`src/rtl/riscV_unrn_pkg.sv`:
```
// Shared constants and types for the machine-mode trap controller.
package riscV_unrn_pkg;

  localparam logic [11:0] CSR_MSTATUS  = 12'h300;
  localparam logic [11:0] CSR_MIE      = 12'h304;
  localparam logic [11:0] CSR_MTVEC    = 12'h305;
  localparam logic [11:0] CSR_MSCRATCH = 12'h340;
  localparam logic [11:0] CSR_MEPC     = 12'h341;
  localparam logic [11:0] CSR_MCAUSE   = 12'h342;
  localparam logic [11:0] CSR_MTVAL    = 12'h343;
  localparam logic [11:0] CSR_MIP      = 12'h344;

  localparam logic [31:0] M_TIMER_INT = 32'h8000_0007;

  localparam int MIE_BIT  = 3;
  localparam int MPIE_BIT = 7;
  localparam int MTIE_BIT = 7;

  typedef enum logic [1:0] {RUN, DRAIN, REDIRECT} trap_state_t;

endpackage

```
`src/rtl/trap_csr_file.sv`:
```
// M-mode trap CSR storage: field masking, read mux, commit-stage writes and trap/mret updates.
module trap_csr_file
  import riscV_unrn_pkg::*;
#(
  parameter logic [31:0] MTVEC_RESET = 32'h0000_0100
) (
  input  logic        clk,
  input  logic        rst,
  input  logic        timer_irq_i,
  input  logic [11:0] addr_i,
  input  logic        we_i,
  input  logic [31:0] wdata_i,
  input  logic        trap_i,
  input  logic [31:0] trap_pc_i,
  input  logic [31:0] trap_cause_i,
  input  logic [31:0] trap_val_i,
  input  logic        mret_i,
  output logic [31:0] rdata_o,
  output logic [31:0] mtvec_o,
  output logic [31:0] mepc_o,
  output logic        mie_o,
  output logic        mtie_o
);

  logic        st_mie, st_mpie, mtie;
  logic [29:0] mtvec, mepc;
  logic [31:0] mcause, mtval, mscratch;

  // Trap/mret updates take precedence; the caller already drops we_i on those cycles.
  always_ff @(posedge clk or posedge rst) begin
    if (rst) begin
      st_mie   <= 1'b0;
      st_mpie  <= 1'b0;
      mtie     <= 1'b0;
      mtvec    <= MTVEC_RESET[31:2];
      mepc     <= '0;
      mcause   <= '0;
      mtval    <= '0;
      mscratch <= '0;
    end else if (trap_i) begin
      mepc    <= trap_pc_i[31:2];
      mcause  <= trap_cause_i;
      mtval   <= trap_val_i;
      st_mpie <= st_mie;
      st_mie  <= 1'b0;
    end else if (mret_i) begin
      st_mie  <= st_mpie;
      st_mpie <= 1'b1;
    end else if (we_i) begin
      case (addr_i)
        CSR_MSTATUS: begin
          st_mie  <= wdata_i[MIE_BIT];
          st_mpie <= wdata_i[MPIE_BIT];
        end
        CSR_MIE:      mtie     <= wdata_i[MTIE_BIT];
        CSR_MTVEC:    mtvec    <= wdata_i[31:2];
        CSR_MSCRATCH: mscratch <= wdata_i;
        CSR_MEPC:     mepc     <= wdata_i[31:2];
        CSR_MCAUSE:   mcause   <= wdata_i;
        CSR_MTVAL:    mtval    <= wdata_i;
        default: ;
      endcase
    end
  end

  always_comb begin
    rdata_o = '0;
    case (addr_i)
      CSR_MSTATUS: begin
        rdata_o[MIE_BIT]  = st_mie;
        rdata_o[MPIE_BIT] = st_mpie;
        rdata_o[12:11]    = 2'b11;
      end
      CSR_MIE:      rdata_o[MTIE_BIT] = mtie;
      CSR_MIP:      rdata_o[MTIE_BIT] = timer_irq_i;
      CSR_MTVEC:    rdata_o = {mtvec, 2'b00};
      CSR_MSCRATCH: rdata_o = mscratch;
      CSR_MEPC:     rdata_o = {mepc, 2'b00};
      CSR_MCAUSE:   rdata_o = mcause;
      CSR_MTVAL:    rdata_o = mtval;
      default:      rdata_o = '0;
    endcase
  end

  assign mtvec_o = {mtvec, 2'b00};
  assign mepc_o  = {mepc, 2'b00};
  assign mie_o   = st_mie;
  assign mtie_o  = mtie;

endmodule

```
`src/rtl/trap_ctrl.sv`:
```
// Machine-mode trap responder: event priority, drain/redirect FSM and latched redirect target.
module trap_ctrl
  import riscV_unrn_pkg::*;
#(
  parameter int          FLUSH_CYCLES = 2,
  parameter logic [31:0] MTVEC_RESET  = 32'h0000_0100
) (
  input  logic        clk,
  input  logic        rst,
  input  logic        instr_valid_i,
  input  logic [31:0] pc_i,
  input  logic        exc_present_i,
  input  logic [31:0] exc_cause_i,
  input  logic [31:0] trap_info_i,
  input  logic        mret_i,
  input  logic        timer_irq_i,
  input  logic        csr_we_i,
  input  logic [11:0] csr_addr_i,
  input  logic [31:0] csr_wdata_i,
  output logic [31:0] csr_rdata_o,
  output logic        flush_o,
  output logic        stall_o,
  output logic        redirect_valid_o,
  output logic [31:0] redirect_pc_o
);

  localparam int CW = (FLUSH_CYCLES > 1) ? $clog2(FLUSH_CYCLES) : 1;
  localparam logic [CW-1:0] CNT_LOAD = (FLUSH_CYCLES > 0) ? CW'(FLUSH_CYCLES - 1) : '0;

  trap_state_t state, state_nxt;
  logic [CW-1:0] cnt, cnt_nxt;
  logic [31:0] target, mtvec, mepc, rdata;
  logic        mie_en, mtie;
  logic        sample, take_exc, take_mret, take_irq, accept, take_trap, csr_wr;

  assign sample    = !rst && (state == RUN) && instr_valid_i;
  assign take_exc  = sample && exc_present_i;
  assign take_mret = sample && !exc_present_i && mret_i;
  assign take_irq  = sample && !exc_present_i && !mret_i && mie_en && mtie && timer_irq_i;
  assign take_trap = take_exc || take_irq;
  assign accept    = take_trap || take_mret;
  assign csr_wr    = sample && csr_we_i && !accept;

  trap_csr_file #(.MTVEC_RESET(MTVEC_RESET)) u_csr (
    .clk          (clk),
    .rst          (rst),
    .timer_irq_i  (timer_irq_i),
    .addr_i       (csr_addr_i),
    .we_i         (csr_wr),
    .wdata_i      (csr_wdata_i),
    .trap_i       (take_trap),
    .trap_pc_i    (pc_i),
    .trap_cause_i (take_exc ? exc_cause_i : M_TIMER_INT),
    .trap_val_i   (take_exc ? trap_info_i : 32'h0),
    .mret_i       (take_mret),
    .rdata_o      (rdata),
    .mtvec_o      (mtvec),
    .mepc_o       (mepc),
    .mie_o        (mie_en),
    .mtie_o       (mtie)
  );

  always_ff @(posedge clk or posedge rst) begin
    if (rst) begin
      state  <= RUN;
      cnt    <= '0;
      target <= '0;
    end else begin
      state <= state_nxt;
      cnt   <= cnt_nxt;
      // Captured from pre-update CSR values so the same-edge commit cannot leak in.
      if (accept) target <= take_mret ? mepc : mtvec;
    end
  end

  always_comb begin
    state_nxt = state;
    cnt_nxt   = cnt;
    case (state)
      RUN: if (accept) begin
        state_nxt = (FLUSH_CYCLES == 0) ? REDIRECT : DRAIN;
        cnt_nxt   = CNT_LOAD;
      end
      DRAIN: begin
        if (cnt == '0) state_nxt = REDIRECT;
        else           cnt_nxt   = cnt - 1'b1;
      end
      REDIRECT: state_nxt = RUN;
      default:  state_nxt = RUN;
    endcase
  end

  assign flush_o          = take_trap;
  assign stall_o          = !rst && (accept || state != RUN);
  assign redirect_valid_o = !rst && (state == REDIRECT);
  assign redirect_pc_o    = redirect_valid_o ? target : 32'h0;
  assign csr_rdata_o      = rst ? 32'h0 : rdata;

endmodule
```
`config.mk`:
```
export PLATFORM = sky130hd
export DESIGN_NAME = trap_ctrl
export DESIGN_NICKNAME = d
export VERILOG_FILES = /design/src/rtl/riscV_unrn_pkg.sv /design/src/rtl/trap_csr_file.sv /design/src/rtl/trap_ctrl.sv
export SDC_FILE = /design/constraint.sdc
export NUM_CORES = 1
export LEC_CHECK = 0
export CORE_MARGIN = 1.5
export CORE_UTILIZATION = 50
export DETAILED_ROUTE_END_ITERATION = 8
export PLACE_DENSITY = 0.79
export SLEW_MARGIN = 40
export SYNTH_ARGS = -nofsm -noshare
export SYNTH_HDL_FRONTEND = slang
export SYNTH_SLANG_ARGS = --single-unit
```
`constraint.sdc`:
```
create_clock -name clk -period 7.8 [get_ports clk]
set_input_delay 0.78 -clock clk [delete_from_list [all_inputs] [get_ports clk]]
set_output_delay 0.78 -clock clk [all_outputs]
set_load 0.05 [all_outputs]
```
# Yosys cells after proc, flatten, opt, wreduce, memory -nomap -nowiden
# Index checks and enable logic that the tools add are counted.
# totals
mem_count,0
latchBits,0
ram_bits,0
reg_bits,194
romBits,0
# op_classes
n_reduce_logical,38
shifts,0
order_cmp,0
mul,0
n_bitwise,2
mux,38
addsub,1
n_div,0
n_eq_ne,13
# ops
cell,count
32-bit 2-to-1 mux,13
30-bit 2-to-1 mux,4
12-bit by 10-bit == test with 1-bit output (second input constant),8
19-bit one-hot mux with 5 select lines,1
3-bit one-hot mux with 5 select lines,3
1-bit logical AND,13
2-bit one-hot mux with 6 select lines,1
4-bit AND reduction,3
2-bit nonzero test,6
1-bit 2-to-1 mux,10
3-bit AND reduction,3
1-bit one-hot mux with 8 select lines,1
1-bit one-hot mux with 6 select lines,1
2-bit AND reduction,3
3-bit nonzero test,2
1-bit zero test,4
2-bit 2-to-1 mux,2
2-bit inequality test (second input constant),2
2-bit one-hot mux with 2 select lines,1
1-bit logical OR,3
2-bit by 1-bit == test with 1-bit output (second input constant),1
2-bit == test (second input constant),1
2-bit zero test,1
2-bit by 1-bit inequality test with 1-bit output (second input constant),1
3 further kinds,4

# Logic depth before layout (Yosys ltp)
# Gate-level depths: netlist of run 1.
# depth
ltp_word,15
mapped_depth,9
ltp_nobuf,5

# Hierarchy
# A second synthesis of run 1 with hierarchy kept.
# hier_totals
cells_unflattened,1057
area_unflattened_um2,11353.4
# modules_own_cells
module,n_inst,seq_area_each_um2,area_per_inst_um2,cells_per_inst
trap_csr_file,1,3980.1,8356.8,743
trap_ctrl,1,875.8,2996.6,314

# Least setup slack after synthesis of run 1
# OpenSTA, ideal clock, no wires.
# synth_path
kind,input to output
start,input csr_addr_i[1]
end,output csr_rdata_o[0]
required_time_ns,7.020
t_arrival_ns,3.368
slack_ns,3.651
cell_stages,5
cell_sequence,buf_2 > buf_1 > clkbuf_1 > a31oi_1 > nor4_1
# synth_via
elab_chain_cells,3
elab_cells_between_ends,7
# synth_lines
item,line_no,text
start: declaration,trap_ctrl.sv:18,"input logic [11:0] csr_addr_i,"
12-bit by 10-bit == test with 1-bit output,trap_csr_file.sv:68,case (addr_i)
3-bit one-hot mux with 5 select lines (*),trap_csr_file.sv:68,
32-bit 2-to-1 mux (*),trap_ctrl.sv:97,assign csr_rdata_o = rst ? 32'h0 : rdata;
end: declaration,trap_ctrl.sv:20,"output logic [31:0] csr_rdata_o,"
# Mark *: on every way between the ends. The rest lies on a longest branch, timed or not.

# Worst setup path in the final report of run 1
# layout_path
start,input csr_addr_i[6]
end,output csr_rdata_o[3]
# layout_via
elab_chain_cells,3
elab_cells_between_ends,8
# layout_lines
item,line_no
12-bit by 10-bit == test with 1-bit output,trap_csr_file.sv:68
1-bit one-hot mux with 6 select lines (*),trap_csr_file.sv:68
32-bit 2-to-1 mux (*),trap_ctrl.sv:97
# Marked as above.

==> run metrics, run 1 <==
status=completed; core area=19,460 um^2; CTS tree=built; FF-to-FF setup slack=4.71 ns; Flop pwr share=0.469; Inst Count DP=1,249; worst-path fanout max=14; Synth async-reset ratio=1.000; Internal=roughly 2.2 mW; Ys Warns=0; initial DRC count=603; I/O Buffers=roughly 210; first-pass GRT wire length=47,200 um; CP arrival=~4.5 ns; drt pass-1 iters=5; Bufs on Longest Clock Path=2; Max-Cap Viols=0; Most used DFF post-synth=dfrtp_1; Final Slew Violations=0; ranking of synthesized cells by area=dfrtp_1, mux2_2, mux2_1; Startpoint Class=input pin; Initial Util=0.5109; largest net degree at the start of global routing=approximately 130; Tmin final=around 5.3 ns; Slew @ Worst Pin=just under 0.9 ns; Synth-to-Final Area Change=29.87%; total gr overflow=0; Synth Register Bits=around 190; number of global-route vias before repair=between 8,000 and 9,000; Row Count=between 50 and 60; Setup TNS=0 ns; Post-DRT Antenna Nets=0; most frequent cell after synthesis=dfrtp_1; Post-synth top cells=dfrtp_1, nand2_1, mux2_2, a221oi_1; Die X=around 140 um; Die ar.=approximately 21,000 um^2; Final Cycle Share=0.6733; Clk Tree Root Cell=clkbuf_16; synthesized area=9943 um^2; endpoints failing setup=0; RSZ-0062 raised after global routing=no; area share of the largest cell type after synthesis=0.4807; GPL Wtd Cong=0.8927; Sw Pwr=~0.95 mW; setup ws final=2.548 ns; Cell variety after synth=54; initial antenna violation count=1; hold-fix buffers at CTS=0; Comb pwr share=0.244; CP required=about 7 ns; Ports=between 200 and 250; total setup buffers inserted after CTS=0; post-synthesis instance total=roughly 840; Final HPWL DP=between 15,000 and 20,000 um; post-layout instance count excluding filler cells=1,282; CTS Buf Count=17; Post-synth EDFFs=0; clk sinks=roughly 190; Hold Path Class=reg -> reg; P_leak=between 5 and 6 nW; critical path endpoint category=output pin; Detailed Route WL=30,630 um; DP Area=~12,000 um^2; nets=approximately 1,200; clock power share=0.287; GR Util All Layers=0.3064; H-tree depth=4; via count=8,171; area leader, netlist=dfrtp_1; Mean Syn Cell Area=roughly 12 um^2; Worst-Skew Late Latency=roughly 0.45 ns; pre-CTS setup slack=2.633 ns; fmax=190.4 MHz; Sw Ratio=0.2967; Hold WS=about 0.45 ns; CP Class=in -> out; Clock transition at path regs=0.07 ns; Via density=roughly 6.4; PwrDens=~250 nW/um^2; final hold violation count=0; Post-Route Skew=~0.011 ns; post-DR wirelength/cell=roughly 24 um; DRC=0; Finished Cell Area=between 10,000 and 15,000 um^2; die height=144.0 um; share of cells above drive strength 1=0.1604; Max VDD drop=around 0.17 mV; register area share after synthesis=0.4833; Slew Limit Headroom=0.4134; post-CTS resize count=0
-- final cells by class --
cell class	count	area, um^2
diodes	1	2.502
multi-input cells	556	4853
clock inverters	12	155.1
fillers	1473	6549
well taps	265	331.6
clock buffers	20	446.7
inverters	8	42.54
flip-flops and latches	192	4806
repair buffers	228	2276
-- metal layers --
layer	share of wire	wire length, um	global-route usage	up-vias
met4	0.027	824	0.1267	0
met3	0.079	2425	0.07152	61
met2	0.49	14860	0.4951	410
li1	-	-	-	3531
met1	0.41	12520	0.3978	4169
met5	0	0	0	-
-- power groups by stage --
stage               combinational, mW  sequential, mW  clock [mW]
global placement                0.745            1.49           0
detailed placement              0.774            1.50           0
CTS                             0.780            1.49       0.919
floorplan                       0.554            1.44           0
finish                          0.778            1.50       0.914
global route                    0.840            1.53       0.960
-- registers in the layout, summed over array words and instances, names as in the netlist --
name,flops
u_csr.mtie_o,1
state,2
cnt,1
u_csr.st_mpie,1
u_csr.mie_o,1
u_csr.mtval,32
u_csr.mcause,32
u_csr.mtvec,30
u_csr.mscratch,32
target,30
u_csr.mepc,30
-- worst max-delay path: stages --
cell	delay, ns
clkdlybuf4s50_1	0.70
or3b_2	0.58
nor3_4	0.77
buf_4	0.39
a22oi_1	0.12
a21oi_1	0.26
clkdlybuf4s50_1	0.87
-- logic make-up (layout without fill, tap and decap cells) --
family	count (synthesis)	count (layout)	share of synthesized area
AO/OA/AOI/OAI	209	209	0.1704
flip-flops	192	192	0.4833
AND/OR/NAND/NOR	183	183	0.09538
multiplexers	162	162	0.2114
buffers and inverters	88	268	0.03913
other	1	3	0.0003771
-- placed cells by master (no fill, tap or decap), drive strengths merged, types with 3 or more instances in the layout --
| cell | instances |
|---|---|
| clkbuf | 20 |
| clkdlybuf4s50 | 207 |
| nand2b | 9 |
| mux2i | 12 |
| nand3 | 4 |
| mux2 | 124 |
| a22oi | 58 |
| dfrtp | 191 |
| nor3 | 3 |
| mux4 | 26 |
| a21oi | 7 |
| nor2 | 38 |
| a221oi | 61 |
| o22ai | 5 |
| o2bb2ai | 3 |
| nor4 | 6 |
| bufinv | 3 |
| and2 | 31 |
| a2bb2oi | 60 |
| inv | 11 |
| clkinv | 4 |
| nand2 | 71 |
| buf | 21 |
| o21ai | 5 |
-- per-stage QoR --
step,total power [mW],utilization
after floorplan,1.991,-
after global placement,2.235,0.6270
after detailed placement,2.279,0.6323
after CTS,3.191,0.6632
after global routing,3.330,0.6634
final,3.188,0.6635
-- path summary, 6_finish.rpt --
| check | startpoint | endpoint | depth (start not counted) |
|---|---|---|---|
| max | csr_addr_i[6] | csr_rdata_o[3] | 7 |
| min | cnt$_DFFE_PP0P_ | state[1]$_DFFE_PP0P_ | 1 |
| max reg2reg | state[0]$_DFFE_PP0P_ | u_csr.mepc[2]$_DFFE_PP0P_ | 5 |
| min reg2reg | cnt$_DFFE_PP0P_ | state[1]$_DFFE_PP0P_ | 1 |
| max in group asynchronous | rst | u_csr.mtvec[6]$_DFFE_PP1P_ | 4 |
| min in group asynchronous | rst | u_csr.mtie_o$_DFFE_PP0P_ | 2 |
Note: power is estimated with default switching activity, not from simulation.
==> run 2: changes to the inputs <==
- clock period: 7.8 -> 5.22 ns (I/O delays scaled with it)
==> run 2 against run 1 <==
  * Sequential power grew 49%
  * Combinational power grew 49%
  * Hold slack gained 0.0032 ns
  * Total power grew 47%
  * Die area is the same
  * Worst setup slack lost 1.5 ns
  * Critical endpoint unchanged
  * Routed wire length shrank 0.94%
  * Global-route usage shrank 0.21 points
  * Largest power group unchanged
==> run metrics, run 2 (synthesis results as in run 1) <==
Die ar.=20,740 um^2 (unchanged); CP Class=in -> out; critical path endpoint category=output pin; Design Power=4.693 mW (+47%); number of global-route vias before repair=8,456 (+1.2%); Worst-Skew Late Latency=0.43 ns (-0.02 ns); GPL Wtd Cong=0.8398 (-5.9%); core area=19,460 um^2 (unchanged); CTS Buf Count=17 (unchanged); fmax=around 240 MHz; post-CTS resize count=0 (unchanged); hold-fix buffers at CTS=0 (unchanged); Slew Limit Headroom=0.4629 (+0.04946); Initial Util=0.5109 (unchanged); CP dominant cell by count=clkdlybuf4s50_1; Final Slew Violations=0 (unchanged); status=completed; total gr overflow=0 (unchanged); Final Cycle Share=0.7926; Post-DRT Antenna Nets=0 (unchanged); Row Count=51 (unchanged); Final HPWL DP=19,650 um (+2.8%); CTS tree=built; CP required=4.70 ns (-2.32 ns); critical-path cell list=clkdlybuf4s50_1 -> or3b_2 -> nor3_4 -> buf_4 -> a22oi_1 -> a21oi_1 -> clkdlybuf4s50_1; ANT cells=0 (-1); Tmin final=roughly 4.1 ns; Post-Route Skew=0.008857 ns (-0.001680 ns); Finished Cell Area=12,970 um^2 (+0.44%); total setup buffers inserted after CTS=0 (unchanged); clk sinks=192 (unchanged); most frequent cells in the layout=clkdlybuf4s50_1, dfrtp_1, nand2_1; Slew @ Worst Pin=0.7945 ns (-0.08254 ns); Clock transition at path regs=0.06 ns (about the same); final core utilization=0.6664 (+0.002893); worst-path fanout max=14 (unchanged); Startpoint Class=input pin; first-pass GRT wire length=47,120 um (-0.17%); most common cell after layout, fill and taps aside=clkdlybuf4s50_1; Max stage delay on crit path=0.85 ns (-0.02 ns); Bufs on Longest Clock Path=2 (unchanged); Hold WS=0.4516 ns (+0.003240 ns); Largest regs=u_csr.mcause (32), u_csr.mscratch (32), u_csr.mtval (32); H-tree depth=4 (unchanged); Max-Cap Viols=0 (unchanged); GR Util All Layers=0.3043 (-0.002132); CP arrival=3.62 ns (-0.85 ns); largest net degree at the start of global routing=68 (-46%); Die X=144.0 um (unchanged); P_leak=5.419 nW (+0.53%); Slowest-stage cell, CP=clkdlybuf4s50_1; RSZ-0062 raised after global routing=no; Ports=214 (unchanged); Setup TNS=0 ns (unchanged); share of cells above drive strength 1=0.1678 (+0.007372); Via density=6.302 (-1.1%); DRC=0 (unchanged); origin of the worst min-delay path=cnt$_DFFE_PP0P_; final hold violation count=0 (unchanged); Buf/Inv on CP=3 (unchanged); initial antenna violation count=0 (-1); I/O Buffers=209 (unchanged); Synth-to-Final Area Change=30.44%; Detailed Route WL=30,350 um (-0.94%); crit path launch=csr_addr_i[6]; Top Family by Delay on Critical Path=buffers and inverters; PwrDens=361.9 nW/um^2 (+47%); endpoints failing setup=0 (unchanged); Hold Path Class=reg -> reg; post-DR wirelength/cell=23.52 um (-1.6%); DP Area=12,380 um^2 (+0.58%); Max VDD drop=0.2612 mV (+56%); FF-to-FF Start=state[0]$_DFFE_PP0P_; drt pass-1 iters=5 (unchanged); die height=144.0 um (unchanged); initial DRC count=693 (+15%); via count=8,130 (-0.50%); nets=1,159 (+0.78%); Clk Tree Root Cell=clkbuf_16
run 2: changes by cell type in the layout (fill, tap and decap cells not counted), moves of 2 or more:
cell	before	now
inv_6	3	1
buf_6	1	3
buf_4	14	20
clkinvlp_4	2	5
run 2: final cells by class:
| class | count | area, um^2 |
|---|---|---|
| fillers | 1486 | 6492 |
| flip-flops and latches | 192 | 4806 |
| multi-input cells | 556 | 4852 |
| well taps | 265 | 331.6 |
| clock buffers | 20 | 446.7 |
| repair buffers | 237 | 2366 |
| clock inverters | 12 | 133.9 |
| inverters | 8 | 33.78 |
run 2: metal layers:
metal,share of wire,GRT usage,up-vias,wire (um)
li1,-,-,3551,-
met1,0.40,0.4040,4075,12210
met2,0.48,0.4845,425,14630
met3,0.079,0.05563,79,2397
met4,0.036,0.1450,0,1105
met5,0,0,-,0
run 2: per-stage QoR:
| stage | std cells | worst slack, ns |
|---|---|---|
| floorplan | 836 | 1.588 |
| global placement | 1253 | 1.148 |
| detailed placement | 1258 | 1.110 |
| CTS | 1290 | 1.110 |
| global route | 1290 | 0.9784 |
| finish | 1290 | 1.083 |
run 2: worst reg2reg max path, cell delays in order, from the launching register on:
cell	delay (ns)
dfrtp_1	0.45
nor4b_4	0.61
nand2_2	0.47
a21oi_4	0.70
buf_4	0.34
mux2_2	0.36
run 2: where the power goes:
group	switching, mW	total [mW]	internal [mW]
Combinational	0.518	1.16	0.645
Clock	0.574	1.30	0.721
Sequential	0.295	2.24	1.94
Total	1.39	4.69	3.31
run 2: worst paths after layout:
check                                         endpoint  slack [ns]  cells after the start
min in group asynchronous  u_csr.mtval[22]$_DFFE_PP0P_        0.79                      4
min reg2reg                       state[1]$_DFFE_PP0P_        0.45                      1
max in group asynchronous   u_csr.mtval[7]$_DFFE_PP0P_        3.99                      4
max                                     csr_rdata_o[3]        1.08                      7
min                               state[1]$_DFFE_PP0P_        0.45                      1
max reg2reg                 u_csr.mepc[17]$_DFFE_PP0P_        2.18                      5
